===== config.mk =====
export PLATFORM = sky130hd
export DESIGN_NAME = control_sequencer
export DESIGN_NICKNAME = d
export VERILOG_FILES = /design/src/rtl/control_sequencer.sv
export SDC_FILE = /design/constraint.sdc
export NUM_CORES = 1
export LEC_CHECK = 0
export BUFFER_PORTS_ARGS = -buffer_cell sky130_fd_sc_hd__buf_2
export CORE_AREA = 2 2 81 52
export CTS_CLUSTER_SIZE = 25
export DETAILED_ROUTE_END_ITERATION = 10
export DIE_AREA = 0 0 83 54
export PLACE_DENSITY = 0.86
export SETUP_SLACK_MARGIN = 0.2
export SLEW_MARGIN = 10
export SYNTH_ARGS = -nofsm -noshare
export SYNTH_HDL_FRONTEND = slang
export SYNTH_SLANG_ARGS = --single-unit

===== constraint.sdc =====
create_clock -name clock -period 4.65 [get_ports clock]
set_input_delay 0.465 -clock clock [delete_from_list [all_inputs] [get_ports clock]]
set_output_delay 0.465 -clock clock [all_outputs]
set_load 0.005 [all_outputs]

===== src/rtl/control_sequencer.sv =====
// Hardwired control unit: fetch, memory-ready handshake, decode and execute.
// Drives one-hot Rin/Rout selects, IRin/MARin/RYin/MDRread and ALUControl.
module control_sequencer #(
  parameter int NSEL    = 32,
  parameter int ALU_W   = 16,
  parameter int REG_W   = 4,
  parameter int IDX_ZHI = 18,
  parameter int IDX_ZLO = 19,
  parameter int IDX_PC  = 20,
  parameter int IDX_MDR = 21,
  parameter int IDX_HI  = 22,
  parameter int IDX_LO  = 23,
  parameter int ALU_INC = 31
) (
  input  logic             clock,
  input  logic             clear,
  input  logic             run,
  input  logic             stall,
  input  logic             mem_ready,
  input  logic [31:0]      ir,
  output logic [NSEL-1:0]  Rin,
  output logic [NSEL-1:0]  Rout,
  output logic             IRin,
  output logic             MARin,
  output logic             RYin,
  output logic             MDRread,
  output logic [ALU_W-1:0] ALUControl,
  output logic [3:0]       state,
  output logic             instr_done,
  output logic             illegal,
  output logic             halted
);

  typedef enum logic [3:0] {
    S_IDLE = 4'd0,
    S_T0   = 4'd1,
    S_T1   = 4'd2,
    S_T2   = 4'd3,
    S_T3   = 4'd4,
    S_T4   = 4'd5,
    S_T5   = 4'd6,
    S_T6   = 4'd7,
    S_HALT = 4'd8
  } state_t;

  typedef enum logic [2:0] {
    C_TWO, C_ONE, C_WIDE, C_NOP, C_HALT, C_ILL
  } cls_t;

  localparam logic [NSEL-1:0] ONE_HOT = NSEL'(1);

  function automatic logic [NSEL-1:0] sel(input int unsigned i);
    return ONE_HOT << i;
  endfunction

  state_t st;
  cls_t   cls;
  state_t eoi;
  logic   is_t;
  logic   act;

  logic [4:0]       op;
  logic [REG_W-1:0] ra;
  logic [REG_W-1:0] rb;
  logic [REG_W-1:0] rc;

  assign op    = ir[31:27];
  assign ra    = ir[23 +: REG_W];
  assign rb    = ir[19 +: REG_W];
  assign rc    = ir[15 +: REG_W];
  assign state = st;
  assign eoi   = run ? S_T0 : S_IDLE;
  assign is_t  = st inside {[S_T0:S_T6]};
  // a stalled T state presents nothing, pulses included
  assign act   = !(is_t && stall);

  always_comb begin
    cls = C_ILL;
    unique case (1'b1)
      (op <= 5'd9):                 cls = C_TWO;
      (op == 5'd10 || op == 5'd11): cls = C_ONE;
      (op == 5'd12 || op == 5'd13): cls = C_WIDE;
      (op == 5'd30):                cls = C_NOP;
      (op == 5'd31):                cls = C_HALT;
      default:                      cls = C_ILL;
    endcase
  end

  always_ff @(posedge clock or negedge clear) begin
    if (!clear) begin
      st <= S_IDLE;
    end else if (act) begin
      case (st)
        S_IDLE: if (run) st <= S_T0;
        S_T0:   st <= S_T1;
        S_T1:   if (mem_ready) st <= S_T2;
        S_T2:   st <= S_T3;
        S_T3: begin
          case (cls)
            C_HALT:  st <= S_HALT;
            C_NOP,
            C_ILL:   st <= eoi;
            default: st <= S_T4;
          endcase
        end
        S_T4:   st <= (cls == C_ONE) ? eoi : S_T5;
        S_T5:   st <= (cls == C_WIDE) ? S_T6 : eoi;
        S_T6:   st <= eoi;
        S_HALT: st <= S_HALT;
        default: st <= S_IDLE;
      endcase
    end
  end

  always_comb begin
    Rin        = '0;
    Rout       = '0;
    IRin       = 1'b0;
    MARin      = 1'b0;
    RYin       = 1'b0;
    MDRread    = 1'b0;
    ALUControl = '0;
    instr_done = 1'b0;
    illegal    = 1'b0;
    halted     = (st == S_HALT);
    if (act) begin
      case (st)
        S_T0: begin
          Rout       = sel(IDX_PC);
          MARin      = 1'b1;
          Rin        = sel(IDX_ZLO);
          ALUControl = ALU_W'(ALU_INC);
        end
        S_T1: begin
          Rout    = sel(IDX_ZLO);
          Rin     = sel(IDX_PC) | sel(IDX_MDR);
          MDRread = 1'b1;
        end
        S_T2: begin
          Rout = sel(IDX_MDR);
          IRin = 1'b1;
        end
        S_T3: begin
          case (cls)
            C_TWO: begin
              Rout = sel(32'(rb));
              RYin = 1'b1;
            end
            C_ONE: begin
              Rout       = sel(32'(rb));
              ALUControl = ALU_W'(op);
              Rin        = sel(IDX_ZLO);
            end
            C_WIDE: begin
              Rout = sel(32'(ra));
              RYin = 1'b1;
            end
            C_NOP,
            C_HALT:  instr_done = 1'b1;
            default: illegal    = 1'b1;
          endcase
        end
        S_T4: begin
          case (cls)
            C_TWO: begin
              Rout       = sel(32'(rc));
              ALUControl = ALU_W'(op);
              Rin        = sel(IDX_ZLO);
            end
            C_ONE: begin
              Rout       = sel(IDX_ZLO);
              Rin        = sel(32'(ra));
              instr_done = 1'b1;
            end
            C_WIDE: begin
              Rout       = sel(32'(rb));
              ALUControl = ALU_W'(op);
              Rin        = sel(IDX_ZLO) | sel(IDX_ZHI);
            end
            default: ;
          endcase
        end
        S_T5: begin
          Rout = sel(IDX_ZLO);
          if (cls == C_WIDE) begin
            Rin = sel(IDX_LO);
          end else begin
            Rin        = sel(32'(ra));
            instr_done = 1'b1;
          end
        end
        S_T6: begin
          Rout       = sel(IDX_ZHI);
          Rin        = sel(IDX_HI);
          instr_done = 1'b1;
        end
        default: ;
      endcase
    end
  end

endmodule


==> results.json <==
{
  "vias_per_cell": 5.72,
  "fillerInstances": 405,
  "drc_errors": 0,
  "drive_gt1_share_pct": 27.5,
  "worstPathRequired_ns": 4.18,
  "first_global_vias": 1675,
  "p_switching_uw": 256,
  "synthToLayoutAreaGrowth_pct": 19.1,
  "ff_latch_area_um2": 100,
  "synth_edf_count": 0,
  "dpl_cell_area_um2": 1810,
  "ant_nets": 0,
  "drv_slew": 0,
  "hold_buffers": 0,
  "skew_ns": 0.00298,
  "io_buffer_count": 79,
  "cpPeakStageDelay_ns": 0.78,
  "netlist_top_cells_count": "41 x nor2_1, 34 x buf_4, 29 x a22oi_1",
  "hp-class": "in2async",
  "synth_seq_area_share_pct": 6.43,
  "wl_mm": 5.29,
  "tns_ns": 0,
  "cts_setup_buffers": 0,
  "boundaryPins": 128,
  "cp.arrival_ns": 2.62,
  "rrSetupSlack_ns": 2.62,
  "synth_top_area_share_pct": 16.4,
  "rsz0062_at_grt": "false",
  "netlist-cell-type-count": 40,
  "rr_startpoint": "state[2]",
  "root_buffer": "clkbuf_8",
  "finalCriticalPeriod_ns": 3.09,
  "track_usage_pct": 22.3,
  "synth.avg_cell_area_um2": 6.33,
  "tritoncts": "built",
  "largest_reg_flops": 4,
  "synth.yosys.warnings": 0,
  "antenna_found_initial": 0,
  "cp_cell_sequence": "buf_2, nand4bb_1, nor3_1, a22oi_1, o22ai_1, buf_2",
  "synth_area_um2": 1560,
  "max_freq_mhz": 324,
  "first_pass_iters": 6,
  "cp_max_fo": 15,
  "synthArstFlopShare_pct": 100,
  "route.vias.total": 2055,
  "ys_ff_latch": 4,
  "ir_worst_vdd_uv": 182,
  "multi_input_area_um2": 1250,
  "seqPwrFrac_pct": 20.2,
  "finalPower_uw": 480,
  "cts_buffers": 3,
  "gp_congestion": 1.03,
  "comb_power_share_pct": 65.0,
  "drv_cap": 0,
  "final_core_util_pct": 48.1,
  "p_leak_uw": 0.000838,
  "core_um2": 3850,
  "dpl.hpwl_mm": 4.14,
  "final-setup-viol-count": 0,
  "synthTopCellsByArea": "buf_4 16%, a22oi_1 14%, nor2_1 9.9%",
  "grt_max_degree": 20,
  "die_h_um": 54,
  "yosys.area.top_type": "buf_4",
  "ys.flop_type": "dfrtp_1",
  "rr_worst_depth": 3,
  "num-nets-final": 348,
  "cts_resized": 0,
  "status": "completed",
  "max_slew_margin_pct": 46.4,
  "grt_pass1_wl_mm": 8.25,
  "routedWlPerCell_um": 14.7,
  "finalHoldViolCount": 0,
  "synth_cells": 246,
  "worstMarginPinSlew_ns": 0.792,
  "p_per_area_nw_per_um2": 259,
  "yosysMostFrequentCell": "nor2_1",
  "fin_crit_sh_pct": 66.4,
  "critPathKind": "in2out",
  "p_clk_share_pct": 14.8,
  "final_area_um2": 1850,
  "p_int_uw": 225,
  "grt_overflow_total": 0,
  "clock-sinks": 4,
  "htree_levels": 1,
  "swShare_pct": 53.2,
  "die_area_um2": 4480,
  "clk_pin_slew_ns": 0.03,
  "r2r-end": "state[3]",
  "start_kind": "primary input",
  "antenna_cells": 0,
  "initial_core_util_pct": 40.4,
  "insertion_delay_ns": 0.21,
  "cts.path.max_buffers": 2,
  "die_w_um": 83,
  "cpMostUsedCell": "buf_2",
  "cpMaxStageDelayCell": "nor3_1",
  "rows": 18,
  "crit_path_end_kind": "primary output",
  "first_iter_violations": 357
}
[power by group through the flow]
stage | sequential [uW] | clock (uW) | combinational [uW]
4_1_cts | 95.4 | 73.0 | 309
5_1_grt | 105 | 74.2 | 350
3_5_place_dp | 96.2 | 0 | 308
3_3_place_gp | 93.7 | 0 | 300
6_report | 97.1 | 71.1 | 312
2_1_floorplan | 66.7 | 0 | 262
[per-stage QoR]
step	worst slack, ns	instances	hold slack, ns
3_3_place_gp	1.76	356	0.268
6_report	1.56	359	0.0479
5_1_grt	1.46	359	0.0521
3_5_place_dp	1.69	356	0.271
2_1_floorplan	2.44	278	0.169
4_1_cts	1.69	359	0.0451
[final cells by class]
class                   count  area share (%)
multi-input cells         222            67.5
well taps                  50            3.38
flip-flops and latches      4            5.40
repair buffers             79            21.3
inverters                   1           0.203
clock buffers               3            2.23
[how the worst max path moves through the flow]
stage                     startpoint             to  slack, ns  cells past startpoint
after floorplan               ir[29]  ALUControl[0]       2.44                      5
after global placement        ir[31]        Rout[4]       1.76                      6
after detailed placement      ir[31]        Rout[4]       1.69                      6
after CTS                     ir[31]        Rout[4]       1.69                      6
after global routing          ir[31]        Rout[4]       1.46                      6
final                         ir[31]        Rout[4]       1.56                      6
[cell usage in the layout (no fill, tap or decap), drive strengths merged, types with 2 or more instances in the layout]
cell	Yosys	layout
buf	37	79
nor2	41	41
conb	1	33
a22oi	29	29
o22ai	17	17
nor3	13	13
nor2b	10	10
nand2b	9	9
o21ai	9	9
nand2	8	8
nand3	7	7
a21oi	5	5
o21a	5	5
a32oi	5	5
and2	4	4
dfrtp	4	4
clkbuf	14	3
and3	2	2
or3	2	2
nand4bb	2	2
a21o	2	2
nor4b	2	2
a31oi	2	2
nand4	2	2
or2	2	2
a211oi	2	2
[critical path, delay by kind of cell]
family,cells,cell delay (ns)
buffers and inverters,2,0.35
AO/OA/AOI/OAI,2,0.41
AND/OR/NAND/NOR,2,1.39
[layer usage]
layer	global-route usage (%)	vias to the layer above	routed length (um)
met5	0	-	0
met4	6.83	0	46
met3	3.83	8	666
met2	31.6	152	2180
met1	33.8	916	2390
li1	-	979	-
[kinds of logic after synthesis]
kind of cell	synth area share, %
XOR/XNOR	0.563
buffers and inverters	21.0
AND/OR/NAND/NOR	35.5
AO/OA/AOI/OAI	36.3
other	0.241
flip-flops	6.43
Power figures use the tool's default switching activity.
